**src/rtl/mips_loader_pkg.sv**
```systemverilog
// Shared definitions for the boot-time program loader: FSM states and
// word/address constants.
package mips_loader_pkg;

    typedef enum logic [2:0] {
        LDR_IDLE,
        LDR_LEN,
        LDR_DATA,
        LDR_WRITE,
        LDR_DONE,
        LDR_ERR
    } ldr_state_t;

    // Bytes per instruction word, and byte-address increment per word.
    localparam int LDR_WORD_BYTES = 4;
    localparam int LDR_ADDR_STEP  = 4;

endpackage

```
**src/rtl/loader_timer.sv**
```systemverilog
// Inter-byte idle timer. Counts enabled cycles since the last clear and
// flags the cycle in which the TIMEOUT-th idle cycle is being spent.
module loader_timer #(
    parameter int TIMEOUT = 1000
) (
    input  logic clk,
    input  logic rst,
    input  logic clear,
    input  logic enable,
    output logic expired
);

    localparam int CW = $clog2(TIMEOUT + 1);

    logic [CW-1:0] count;

    // Fires combinationally so the FSM can leave on the same edge the
    // counter would otherwise step past TIMEOUT-1.
    assign expired = enable && (count == CW'(TIMEOUT - 1));

    // Idle-cycle counter; clear has priority over counting.
    always_ff @(posedge clk or posedge rst) begin
        if (rst)
            count <= '0;
        else if (clear)
            count <= '0;
        else if (enable)
            count <= count + CW'(1);
    end

endmodule

```
**src/rtl/prog_loader.sv**
```systemverilog
// Boot-time program loader: takes a length-prefixed byte stream, packs
// big-endian 32-bit words and writes them to instruction memory at
// consecutive word addresses while holding the CPU.
module prog_loader
    import mips_loader_pkg::*;
#(
    parameter int MAX_WORDS = 64,
    parameter int TIMEOUT   = 1000
) (
    input  logic        clk_LOADER,
    input  logic        rst_LOADER,
    input  logic        start,
    input  logic [7:0]  byte_in,
    input  logic        byte_valid,
    output logic        byte_ready,
    output logic        wr_en,
    output logic [7:0]  wr_addr,
    output logic [31:0] wr_data,
    output logic        cpu_hold,
    output logic        done,
    output logic        error
);

    localparam logic [8:0] MAX_N = 9'(MAX_WORDS);

    ldr_state_t state;
    logic [7:0] words_left;
    logic [1:0] byte_idx;
    logic       loading;
    logic       xfer;
    logic       expired;

    // Handshake and status outputs are pure decodes of the state register,
    // so byte_ready never depends on byte_valid.
    assign loading    = (state == LDR_LEN) || (state == LDR_DATA);
    assign byte_ready = loading;
    assign xfer       = byte_valid && loading;
    assign wr_en      = (state == LDR_WRITE);
    assign cpu_hold   = (state != LDR_DONE);
    assign done       = (state == LDR_DONE);
    assign error      = (state == LDR_ERR);

    // Held clear outside LEN/DATA, which also covers the entry clear: LEN is
    // entered from a non-loading state, DATA from WRITE or via an accepted
    // length byte.
    loader_timer #(
        .TIMEOUT (TIMEOUT)
    ) u_timer (
        .clk     (clk_LOADER),
        .rst     (rst_LOADER),
        .clear   (xfer || !loading),
        .enable  (loading && !xfer),
        .expired (expired)
    );

    // Loader FSM with its datapath registers (address, word shifter, counts).
    always_ff @(posedge clk_LOADER or posedge rst_LOADER) begin
        if (rst_LOADER) begin
            state      <= LDR_IDLE;
            wr_addr    <= '0;
            wr_data    <= '0;
            words_left <= '0;
            byte_idx   <= '0;
        end else begin
            case (state)
                LDR_IDLE, LDR_DONE, LDR_ERR: begin
                    if (start) begin
                        state   <= LDR_LEN;
                        wr_addr <= '0;
                    end
                end
                LDR_LEN: begin
                    if (xfer) begin
                        if (byte_in == 8'd0 || {1'b0, byte_in} > MAX_N) begin
                            state <= LDR_ERR;
                        end else begin
                            words_left <= byte_in;
                            byte_idx   <= '0;
                            state      <= LDR_DATA;
                        end
                    end else if (expired) begin
                        state <= LDR_ERR;
                    end
                end
                LDR_DATA: begin
                    if (xfer) begin
                        wr_data  <= {wr_data[23:0], byte_in};
                        byte_idx <= byte_idx + 2'd1;
                        if (byte_idx == 2'(LDR_WORD_BYTES - 1))
                            state <= LDR_WRITE;
                    end else if (expired) begin
                        state <= LDR_ERR;
                    end
                end
                LDR_WRITE: begin
                    wr_addr    <= wr_addr + 8'(LDR_ADDR_STEP);
                    words_left <= words_left - 8'd1;
                    state      <= (words_left == 8'd1) ? LDR_DONE : LDR_DATA;
                end
                default: state <= LDR_IDLE;
            endcase
        end
    end

endmodule
```
**config.mk**
```make
export PLATFORM = sky130hd
export DESIGN_NAME = prog_loader
export DESIGN_NICKNAME = d
export VERILOG_FILES = /design/src/rtl/mips_loader_pkg.sv /design/src/rtl/loader_timer.sv /design/src/rtl/prog_loader.sv
export SDC_FILE = /design/constraint.sdc
export NUM_CORES = 1
export LEC_CHECK = 0
export ABC_AREA = 1
export CAP_MARGIN = 20
export CELL_PAD_IN_SITES_DETAIL_PLACEMENT = 1
export CELL_PAD_IN_SITES_GLOBAL_PLACEMENT = 2
export CORE_UTILIZATION = 33
export CTS_CLUSTER_SIZE = 28
export DETAILED_ROUTE_END_ITERATION = 8
export HOLD_SLACK_MARGIN = 0.06
export PLACE_DENSITY_LB_ADDON = 0.1
export REMOVE_ABC_BUFFERS = 1
export SLEW_MARGIN = 10
export SYNTH_ARGS = -nofsm -noshare
export SYNTH_HDL_FRONTEND = slang
export SYNTH_HIERARCHICAL = 1
export SYNTH_SLANG_ARGS = --single-unit
```
**constraint.sdc**
```tcl
create_clock -name clk_LOADER -period 3.95 [get_ports clk_LOADER]
set_input_delay 0.9875 -clock clk_LOADER [delete_from_list [all_inputs] [get_ports clk_LOADER]]
set_output_delay 0.9875 -clock clk_LOADER [all_outputs]
set_load 0.1 [all_outputs]
```
==> impl_results.md <==
- Die ar.: between 0.009 and 0.01 mm2
- Worst slew pin tran: between 1 and 1.5 ns
- Crit end category: output port
- Worst path slowest cell: clkdlybuf4s50_1
- Final ANT Viol Nets: 0
- Ant. Diodes: 0
- Asr flop ratio synth: 100%
- Min Tclk post-route: 2.94 ns
- Final nets: ~460
- RSZ-0062 raised after global routing: false
- Clk buf depth: 2
- Max Clk Rate: between 300 and 400 MHz
- Slew Viols, Final: 0
- CP max stage delay: 1.17 ns
- Final worst slack: just over 1 ns
- Max FO, Critical Path: 5
- First-pass GRT wire length: 13.0 mm
- Pin count of the biggest net entering global routing: 52
- Fraction of layout cells with a size suffix above 1: around 11%
- Metal2 WL: around 3.4 mm
- Worst r2r dst: state[1]
- Worst Hold End: words_left[7]
- Met3 Wirelength: approximately 270 um
- Total clock buffers created by CTS: 9
- Initial core utilization: 33.9%
- Startpoint Class: flip-flop
- CP required: just under 3 ns
- DP Area: between 0.003 and 0.004 mm2
- Die width: ~99 um
- Synth area leader: dfrtp_1
- Hold Path Depth: 2
- Final Setup Violations: 0
- WS Path Type: reg2out
- R2R setup slack: between 1.5 and 2 ns
- Vias in the first global route: roughly 2500
- WL met1: roughly 4 mm
- CTS tree: yes
- Period Utilization, post-route: between 70% and 80%
- WP data arrival: 1.95 ns
- Netlist Area Pre-Place: around 0.0031 mm2
- Highest routed layer: met4
- Post-CTS Setup Bufs: 0
- Iter 0 DRT Violations: 100
- Clock H-tree levels: 3
- Hold WC Path Type: reg2reg
- Die Ht: ~99 um
- Routed length per instance: about 14 um
- Count leader, synth: nand2_1
- Post-synthesis cell type count: 34
- Post-Syn Area per Cell: about 8 um2
- Inst Count DP: 539
- Fin area: 0.00395 mm2
- Post-CTS Resized: 0
- Critical path cell sequence: clkdlybuf4s50_1
- Via-per-instance ratio: approximately 4.7
- Remaining global-route overflow: 0
- Buf/Inv on CP: 1
- Post-cts hold buffer count: 0
- Register bit total from synthesis: just over 60
- Slew Limit Headroom: roughly a third
- Maxcap violations: 0
- Synth Instances: 380
- Synth cell count leaders: nand2_1 (111), dfrtp_1 (61), inv_1 (46)
- Number of port buffers: 54
- Top_reg_cell synth: dfrtp_1
- Fillcell total: around 1100
- Total track usage: about 17%
- Hpwl dp: between 5 and 6 mm
- YS warnings: 6
- Post-synth top area share: 49.2%
- GPL Wtd Cong: 0.780
- Status: finished clean
- Clock root buffer: clkbuf_8
- Area of the core: 0.00915 mm2
- IO Count: between 50 and 60
- Start point of the worst hold path: words_left[7]
- Area grow syn2layout: 27.1%
- Total Neg Setup Slack: 0 ns
- Pre-CTS setup slack: between 1 and 1.5 ns
- Initial antenna violation count: 0
- Post-synth EDFFs: 0
- Row cnt: 35
- Non-Filler Instances: between 500 and 600
- Worst R2R Start: state[0]
- CTS Sinks: a little over 60
- R2r worst-path depth: 11
- Worst skew pair latency: between 0.3 and 0.4 ns
- Drt first pass iters: 4
- Via count: roughly 2600
- Delay-heaviest family, CP: buffers and inverters
- WL final: between 7 and 8 mm
- Seq/Total Area, Yosys: approximately 50%
- Worst Clk Skew: 0.0107 ns
- DRC: 0
- Synth top area cells: dfrtp_1 (49%), nand2_1 (13%), o21ai_0 (6.3%)
- Reg clk slew, reported paths: approximately 0.07 ns
- Hold Fails Final Rpt: 0
[area by class of cell]
class / instances / area [um2] / share of cell area [%]
inverter: 50 / 190 / 4.82
clock buffer: 10 / 138 / 3.49
sequential: 61 / 1530 / 38.7
tap: 111 / 139 / 3.52
timing repair buffer: 57 / 551 / 14.0
multi-input combinational: 260 / 1320 / 33.3
clock inverter: 6 / 86.3 / 2.19
[worst max path at each step]
| stage | startpoint | end | slack [ns] | depth (start not counted) |
|---|---|---|---|---|
| global route | wr_addr[4] | wr_addr[4] | 0.95 | 1 |
| detailed placement | byte_valid | state[1] | 1.05 | 7 |
| CTS | wr_addr[4] | wr_addr[4] | 0.99 | 1 |
| floorplan | state[2] | cpu_hold | -0.91 | 3 |
| finish | wr_addr[4] | wr_addr[4] | 1.01 | 1 |
| global placement | byte_valid | state[1] | 1.13 | 7 |
[layer usage]
layer / GRT usage [%] / up-vias
met5: 0 / -
met4: 4.13 / 0
met3: 4.54 / 6
met2: 26.0 / 55
met1: 24.1 / 1237
li1: - / 1331
[per-stage QoR]
step | hold slack (ns) | util (%)
floorplan | 0.442 | -
global placement | 0.461 | 40.7
detailed placement | 0.464 | 40.7
CTS | 0.483 | 43.1
global route | 0.502 | 43.1
finish | 0.478 | 43.1
[registers in the layout (all words and copies together) (netlist names)]
name and cells:
u_timer/count 10, wr_addr 6, state 3, words_left 8, wr_data 32, byte_idx 2
[cell usage in the layout (no fill, tap or decap), types with 6 or more instances in the layout]
cell             instances
nand2_1                111
dfrtp_1                 61
clkdlybuf4s50_1         49
inv_1                   45
o21ai_0                 39
nand3_1                 29
nor2_1                  22
a21oi_1                 10
clkbuf_8                10
buf_4                    8
nand4_1                  6
[cell families (layout without fill, tap and decap cells)]
| group | Yosys count | in the layout | synth area share [%] |
|---|---|---|---|
| AO/OA/AOI/OAI | 54 | 54 | 9.07 |
| other | 1 | 2 | 0.121 |
| adder cells (fa/ha/maj) | 5 | 5 | 2.02 |
| AND/OR/NAND/NOR | 194 | 194 | 29.6 |
| flip-flops | 61 | 61 | 49.2 |
| XOR/XNOR | 4 | 4 | 1.13 |
| buffers and inverters | 60 | 123 | 8.55 |
| multiplexers | 1 | 1 | 0.363 |
Power is left out: the tool's default activity adds up to more than one toggle a clock period on the data nets, which glitch-free logic cannot reach.
